## config.mk

```make
export PLATFORM = sky130hd
export DESIGN_NAME = dmem_arbiter
export DESIGN_NICKNAME = d
export VERILOG_FILES = /design/src/rtl/dmem_arb_pkg.sv /design/src/rtl/dmem_rr_pick.sv /design/src/rtl/dmem_arbiter.sv
export SDC_FILE = /design/constraint.sdc
export NUM_CORES = 1
export LEC_CHECK = 0
export ABC_AREA = 1
export CAP_MARGIN = 20
export CORE_ASPECT_RATIO = 1.1
export CORE_MARGIN = 2
export CORE_UTILIZATION = 40
export CTS_CLUSTER_DIAMETER = 100
export DETAILED_ROUTE_END_ITERATION = 12
export HOLD_SLACK_MARGIN = 0.08
export PLACE_DENSITY = 0.82
export SYNTH_ARGS = -nofsm -noshare
export SYNTH_HDL_FRONTEND = slang
export SYNTH_HIERARCHICAL = 1
export SYNTH_SLANG_ARGS = --single-unit
```

## constraint.sdc

```tcl
create_clock -name clock -period 3.4 [get_ports clock]
set_clock_uncertainty 0.15 [all_clocks]
set_input_delay 0.51 -clock clock [delete_from_list [all_inputs] [get_ports clock]]
set_output_delay 0.51 -clock clock [all_outputs]
set_load 0.03 [all_outputs]
```

## src/rtl/dmem_arb_pkg.sv

```systemverilog
// Shared types and constants for the two-port data-memory arbiter.
package dmem_arb_pkg;

  localparam int DMEM_DEPTH = 512;
  localparam int DMEM_AW    = 32;
  localparam int DMEM_DW    = 32;

  localparam logic PORT_CORE = 1'b0;
  localparam logic PORT_LOAD = 1'b1;

  typedef enum logic [1:0] {
    IDLE   = 2'd0,
    ACCESS = 2'd1,
    RESP   = 2'd2
  } state_t;

  typedef struct packed {
    logic               we;
    logic [DMEM_AW-1:0] addr;
    logic [DMEM_DW-1:0] wdata;
  } req_t;

  // Full-width range check: no truncation, so huge addresses are rejected.
  function automatic logic addr_in_range(input logic [DMEM_AW-1:0] addr,
                                         input int unsigned depth);
    return addr < DMEM_AW'(depth);
  endfunction

endpackage

```

## src/rtl/dmem_rr_pick.sv

```systemverilog
// Two-way round-robin pick: a lone requester wins, a tie goes to the port
// that was not granted last.
module dmem_rr_pick (
  input  logic [1:0] valid,
  input  logic       last_grant,
  output logic       sel,
  output logic       any
);

  // Combinational pick; sel is don't-care when nothing is valid.
  always_comb begin
    any = |valid;
    sel = 1'b0;
    if (valid == 2'b11) sel = ~last_grant;
    else                sel = valid[1];
  end

endmodule

```

## src/rtl/dmem_arbiter.sv

```systemverilog
// Serialises the core and loader ports onto the single-port data memory.
// One request in flight at a time: IDLE (accept) -> ACCESS -> RESP.
module dmem_arbiter
  import dmem_arb_pkg::*;
#(
  parameter int DEPTH = DMEM_DEPTH,
  parameter int AW    = DMEM_AW,
  parameter int DW    = DMEM_DW
) (
  input  logic          clock,
  input  logic          reset,
  input  logic [1:0]    req_valid,
  output logic [1:0]    req_ready,
  input  logic [1:0]    req_we,
  input  logic [AW-1:0] req_addr0,
  input  logic [AW-1:0] req_addr1,
  input  logic [DW-1:0] req_wdata0,
  input  logic [DW-1:0] req_wdata1,
  output logic [1:0]    rsp_valid,
  output logic          rsp_err,
  output logic [DW-1:0] rsp_rdata,
  output logic [AW-1:0] mem_addr,
  output logic [DW-1:0] mem_wdata,
  output logic          mem_write,
  output logic          mem_read,
  input  logic [DW-1:0] mem_rdata
);

  state_t        state_q, state_d;
  logic          last_grant_q;
  logic          port_q;
  logic          err_q;
  req_t          lat_q;
  logic [DW-1:0] rdata_q;

  logic          sel;
  logic          any;
  logic          accept;
  logic          in_range;
  req_t          port_req [2];

  assign port_req[0] = '{we: req_we[0], addr: req_addr0, wdata: req_wdata0};
  assign port_req[1] = '{we: req_we[1], addr: req_addr1, wdata: req_wdata1};

  dmem_rr_pick u_pick (
    .valid      (req_valid),
    .last_grant (last_grant_q),
    .sel        (sel),
    .any        (any)
  );

  // In IDLE the picked port is always ready, so any valid means an accept.
  assign accept   = (state_q == IDLE) && any;
  assign in_range = addr_in_range(lat_q.addr, DEPTH);

  // State register.
  always_ff @(posedge clock or negedge reset) begin
    if (!reset) state_q <= IDLE;
    else        state_q <= state_d;
  end

  // Next-state: fixed three-beat sequence per accepted request.
  always_comb begin
    state_d = state_q;
    unique case (state_q)
      IDLE:    if (any) state_d = ACCESS;
      ACCESS:  state_d = RESP;
      RESP:    state_d = IDLE;
      default: state_d = IDLE;
    endcase
  end

  // Request latch and grant history, loaded on the accept edge.
  always_ff @(posedge clock or negedge reset) begin
    if (!reset) begin
      lat_q        <= '0;
      port_q       <= PORT_CORE;
      last_grant_q <= PORT_LOAD;
    end else if (accept) begin
      lat_q        <= port_req[sel];
      port_q       <= sel;
      last_grant_q <= sel;
    end
  end

  // Response capture at the edge closing ACCESS; writes/errors return 0.
  always_ff @(posedge clock or negedge reset) begin
    if (!reset) begin
      err_q   <= 1'b0;
      rdata_q <= '0;
    end else if (state_q == ACCESS) begin
      err_q   <= ~in_range;
      rdata_q <= (in_range && !lat_q.we) ? mem_rdata : '0;
    end
  end

  // Handshake, memory strobes and response outputs.
  always_comb begin
    req_ready = '0;
    // Gated by reset so ready stays low while reset is asserted.
    if (accept && reset) req_ready[sel] = 1'b1;

    mem_addr  = lat_q.addr;
    mem_wdata = lat_q.wdata;
    mem_read  = (state_q == ACCESS) && in_range && !lat_q.we;
    mem_write = (state_q == ACCESS) && in_range &&  lat_q.we;

    rsp_valid = '0;
    if (state_q == RESP) rsp_valid[port_q] = 1'b1;
    rsp_err   = (state_q == RESP) && err_q;
    rsp_rdata = rdata_q;
  end

endmodule

```

# --- Word-level counts from Yosys, hierarchy flattened ---
# Cells that the tools add are included.
op_classes:
  magnitude_cmp: 6
  n_eq_ne: 4
  n_mux: 13
  n_bitwise: 3
  n_reduce_logical: 12
op_table:
  columns: ["cell", "count"]
  rows:
  - ["$mux W65", 3]
  - ["$lt A32 B10 Y1 const B", 1]
  - ["$mux W32", 1]
  - ["$logic_and A1 B1 Y1", 9]
  - ["$mux W2", 3]
  - ["$eq A2 B2 Y1 const B", 2]
  - ["$lt A1 B2 Y1 const B", 2]
  - ["$pmux W2 S2", 1]
  - ["$mux W1", 3]
  - ["$demux W1 S1", 2]
  - ["$eq A2 B1 Y1 const B", 1]
  - ["$ge A1 B1 Y1 const B", 2]
  - ["$ge A2 B2 Y1 const B", 1]
  - ["$logic_not A2 Y1", 1]
  - ["$ne A2 B2 Y1 const B", 1]
  - ["$not A1 Y1", 2]
  - ["$not A1 Y2", 1]
  - ["$reduce_or A2 Y1", 1]
  - ["$logic_not A1 Y1", 1]
totals:
  ff_bits: 102
  input_bits: 166
  out_inout_bits: 103
  elab_cells: 46

# --- Depth between registers and ports, before layout ---
logic_depth:
  depth_word: 7
  ltp_mapped: 8
  depth_no_buf: 7

# --- Modules after synthesis ---
# The synthesis kept the hierarchy.
modules_own_cells:
  columns: ["mod", "instances", "cells_per_inst", "area_each_um2", "seq_area_each_um2"]
  rows:
  - ["dmem_arbiter", 1, 675, 5310.1, 2553.7]
  - ["dmem_rr_pick", 1, 3, 15.0, 0.0]

# --- Least setup slack after synthesis ---
# OpenSTA, ideal clock, no wires.
synth_timing:
  kind: "input-to-output"
  from: "input port req_valid[1]"
  to: "output port req_ready[1]"
  arrival_time_ps: 1691
  required_ps: 2740
  setup_slack_ps: 1049
  cell_stages: 6
  path_buffers: 2
  path_cell_list: "inv_1 -> a21oi_1 -> buf_2 -> buf_2 -> nand2_1 -> nor2_1"
synth_via:
  elab_chain_len: 7
  elab_cells_between_ends: 11
  cone_classes: "order compare: 2; eq/ne: 1; mux: 4; reduce/logical: 4"
synth_rtl:
  columns: ["item", "line_no", "text"]
  rows:
  - ["start, declared", "dmem_arbiter.sv:12", "input logic [1:0] req_valid,"]
  - ["$eq A2 B2 Y1", "dmem_rr_pick.sv:14", "if (valid == 2'b11) sel = ~last_grant;"]
  - ["$mux W1 (*)", "dmem_rr_pick.sv:14", null]
  - ["via sel", "dmem_arbiter.sv:36", "logic sel;"]
  - ["$lt A1 B2 Y1 (implied by the code) / $ge A1 B1 Y1 (equally long branches)", "dmem_arbiter.sv:101", "if (accept && reset) req_ready[sel] = 1'b1;"]
  - ["$logic_and A1 B1 Y1 (implied by the code)", "dmem_arbiter.sv:101", null]
  - ["$mux W1 (implied by the code)", "dmem_arbiter.sv:101", null]
  - ["$demux W1 S1 (*)", "dmem_arbiter.sv:101", null]
  - ["$mux W2 (*)", "dmem_arbiter.sv:101", null]
  - ["end, declared", "dmem_arbiter.sv:13", "output logic [1:0] req_ready,"]
# Mark *: on every way through the listed nets, which the timed path passes. The rest lies on a longest branch.

# --- Final worst setup path ---
layout_timing:
  from: "register lat_q, in the netlist mem_addr[14]"
  to: "output port mem_read"
layout_via:
  elab_chain_len: 3
layout_rtl:
  columns: ["item", "line_no", "text"]
  rows:
  - ["start, declared", "dmem_arbiter.sv:33", "req_t lat_q;"]
  - ["start signal, assigned", "dmem_arbiter.sv:80", "lat_q <= port_req[sel];"]
  - ["$lt A32 B10 Y1", "dmem_arb_pkg.sv:26", "return addr < DMEM_AW'(depth);"]
  - ["$logic_and A1 B1 Y1 (2 in a row)", "dmem_arbiter.sv:105", "mem_read = (state_q == ACCESS) && in_range && !lat_q.we;"]
  - ["end, declared", "dmem_arbiter.sv:25", "output logic mem_read,"]
# Every way passes these cells.

==> results by group <==
Drt
  • Initial DRT Pass Iterations: 5
  • WL/cell: 13.4 um
  • DRC viols: 0
  • Via density: 4.64
  • Antenna viol nets, final: 0
  • Initial DRC Count: 213
  • Final WL: 13,800 um
  • Vias: 4,789

Synth
  • Synth Area in XOR/XNOR: 0%
  • Gate Count Post-Synth: 678
  • Sequential fraction of the synthesis area: 48.0%
  • Yosys top cell by area: dfrtp_1
  • Post-synthesis mux area share: 0%
  • Ys async rst share: 100%
  • Seq cells post-synth: 102
  • Most frequent cell after synthesis: nand2_1
  • Post-Synth Adder-Cell Area: 0%
  • Dominant synthesized flop cell: dfrtp_1
  • Largest family of logic cells by synthesized area: simple AND/OR/NAND/NOR gates
  • Mean area per synthesized cell: 7.85 um2
  • EDFF count, synth: 0
  • Ys Warns: 6
  • Top post-synthesis cells by area: dfrtp_1 47%, nand2_1 14%, o21ai_0 10%, buf_4 9.3%, inv_1 5.9%
  • Post-synth top cells: 196 x nand2_1, 111 x o21ai_0, 101 x dfrtp_1
  • Post-Syn Nets: 844
  • Share of the synthesized area in the top cell type: 47.5%
  • Simple-gate share of the synthesized area: 20.1%
  • Synth Cell Area: 5330 um2
  • Netlist cell types: 24
  • Compound-gate portion of the synthesized area: 13.2%

Worst setup path
  • Crit path buf inv count: 2
  • Crit path capture type: output pin
  • Slowest-stage cell, CP: clkdlybuf4s50_1
  • Critical path type: flip-flop to output pin
  • Worst Path Required: 2.74 ns
  • Worst setup endpoint: mem_read
  • Worst path depth: 7
  • CP Cell Sequence: inv_1 > nand2_1 > nor2_1 > nor3b_1 > nand2_1 > nor2_1 > clkdlybuf4s50_1
  • CP peak stage delay: 0.68 ns
  • Crit-path max FO: 2
  • R2r worst-path depth: 9
  • Crit path DAT: 2.14 ns
  • R2r endpoint: rsp_rdata[19]
  • Worst r2r src: state_q[1]
  • Reg2Reg Setup Slack: 1.21 ns
  • CP top delay family: buffers and inverters
  • Crit path launch: mem_addr[14]
  • Crit start category: flip-flop

Timing
  • FMAX: 357 MHz
  • Hold Slack: 0.142 ns
  • Min Clock Period, post-route: 2.80 ns
  • Worst-margin pin slew: 0.819 ns
  • Period utilization: 82.4%
  • Endpoints failing setup: 0
  • Setup TNS: 0 ns
  • Final Hold Vio Count: 0
  • Unrepaired setup endpoints after global routing: false
  • Final Max Tran Viols: 0
  • Slew HR: 45.4%

Layout
  • Share of layout cells above drive strength 1: 5.28%
  • Finished Layout Cells: 1,032
  • ANT cells: 0
  • Area of the multi-input gates: 1790 um2
  • Design Area, Final: 7950 um2
  • Nets@finish: 1,032
  • Layout area overhead: 49.2%
  • Layout fillers: 1,160
  • FF/Latch Area: 2550 um2

Placement
  • Placed cell count: 1,016
  • Port Buffer Count: 268
  • Dpl cell area: 7620 um2
  • Routability congestion estimate: 0.785
  • Post-DP HPWL: 10,500 um

Floorplanning
  • Horiz. Die Dim: 114 um
  • Row cnt: 44
  • Total die area: 14,300 um2
  • Die height: 125 um
  • Core Footprint: 13,100 um2
  • Starting Density: 40.6%
  • # IOs: 269

CTS
  • H-tree depth: 3
  • CTS tree: yes
  • Total clock buffers created by CTS: 9
  • # resized after CTS: 0
  • Clock tree sinks: 102
  • Clock Path Buffers: 2
  • Clock Latency Late Sink: 0.34 ns
  • Post-CTS Setup Inserts: 0
  • Reg clk slew, reported paths: 0.07 ns
  • Hold-fix buffer count after cts: 0
  • CTS Root Cell: clkbuf_16

Global route
  • First-pass GRT wire length: 22,200 um
  • Gr ovfl total: 0
  • Initial antenna violation count: 0
  • Pin count of the biggest net entering global routing: 100
  • Vias in the first global route: 4,520
  • GRT Overall Usage: 19.6%

Pwr
  • Final Total Pwr: 6.01 mW
  • Pwr/cell area: 757 nW/um2
  • VDD IR-drop max: 0.397 mV
  • Leakage: 3.73 nW

Min path
  • Hold crit path type: input pin to asynchronous set/reset pin

Job
  • Maxcap violations: 0

Run status
  • Status: completed
-- sequential cells by signal, summed over array words and instances (netlist names) --
signal / flops
port_q: 1
err_q: 1
lat_q: 1
mem_wdata: 32
last_grant_q: 1
mem_addr: 32
rsp_rdata: 32
state_q: 2
-- placed cells by master, fill, tap and decap left out, types with 2 or more instances in the layout --
cell,instances
o211ai_1,14
clkbuf_16,9
nor2_1,18
o21ai_1,6
dfrtp_1,101
inv_2,2
nand3_2,10
nand2_1,195
buf_4,13
clkdlybuf4s50_1,265
clkinv_4,2
nand3_1,24
inv_1,84
o21ai_0,111
bufinv_16,2
-- worst min path at each step --
stage                     slack [ns]           from  cells after the start       endpoint
after floorplan                 0.06          reset                      0          err_q
after global placement          0.31  rsp_rdata[18]                      2  rsp_rdata[18]
after detailed placement        0.31  rsp_rdata[20]                      2  rsp_rdata[20]
after CTS                       0.17          reset                      2   mem_addr[23]
after global routing            0.20          reset                      2   mem_addr[17]
final                           0.14          reset                      2  mem_wdata[28]
-- cell type report --
type | instances | share of cell area, %
clock buffers | 10 | 2.88
clock inverters | 6 | 1.18
inverters | 87 | 4.11
multi-input cells | 388 | 22.5
flip-flops and latches | 102 | 32.1
well taps | 161 | 2.54
repair buffers | 278 | 34.6
-- power by group --
| part | switching (mW) | internal (mW) | leakage [nW] | total (mW) |
|---|---|---|---|---|
| logic | 1.84 | 1.16 | 2.29 | 3.01 |
| clock network | 0.465 | 0.651 | 0.153 | 1.12 |
| registers | 0.249 | 1.64 | 1.29 | 1.89 |
-- kinds of logic after synthesis --
logic type	after synthesis
simple gates	255
compound gates	133
flops	102
buf+inv	188
-- through the flow --
step | setup slack [ns] | utilization, %
2_1_floorplan | 1.05 | -
3_3_place_gp | 0.846 | 58.2
6_report | 0.599 | 60.6
4_1_cts | 0.556 | 60.6
5_1_grt | 0.452 | 60.6
3_5_place_dp | 0.746 | 58.2
-- layer usage --
metal	vias up	part of all wire, %	global-route usage, %
met1	2150	41	23.2
met5	-	0	0
met4	0	2.7	8.25
met2	190	48	33.0
met3	27	8.2	5.67
li1	2422	-	-
Power figures use the tool's default switching activity.
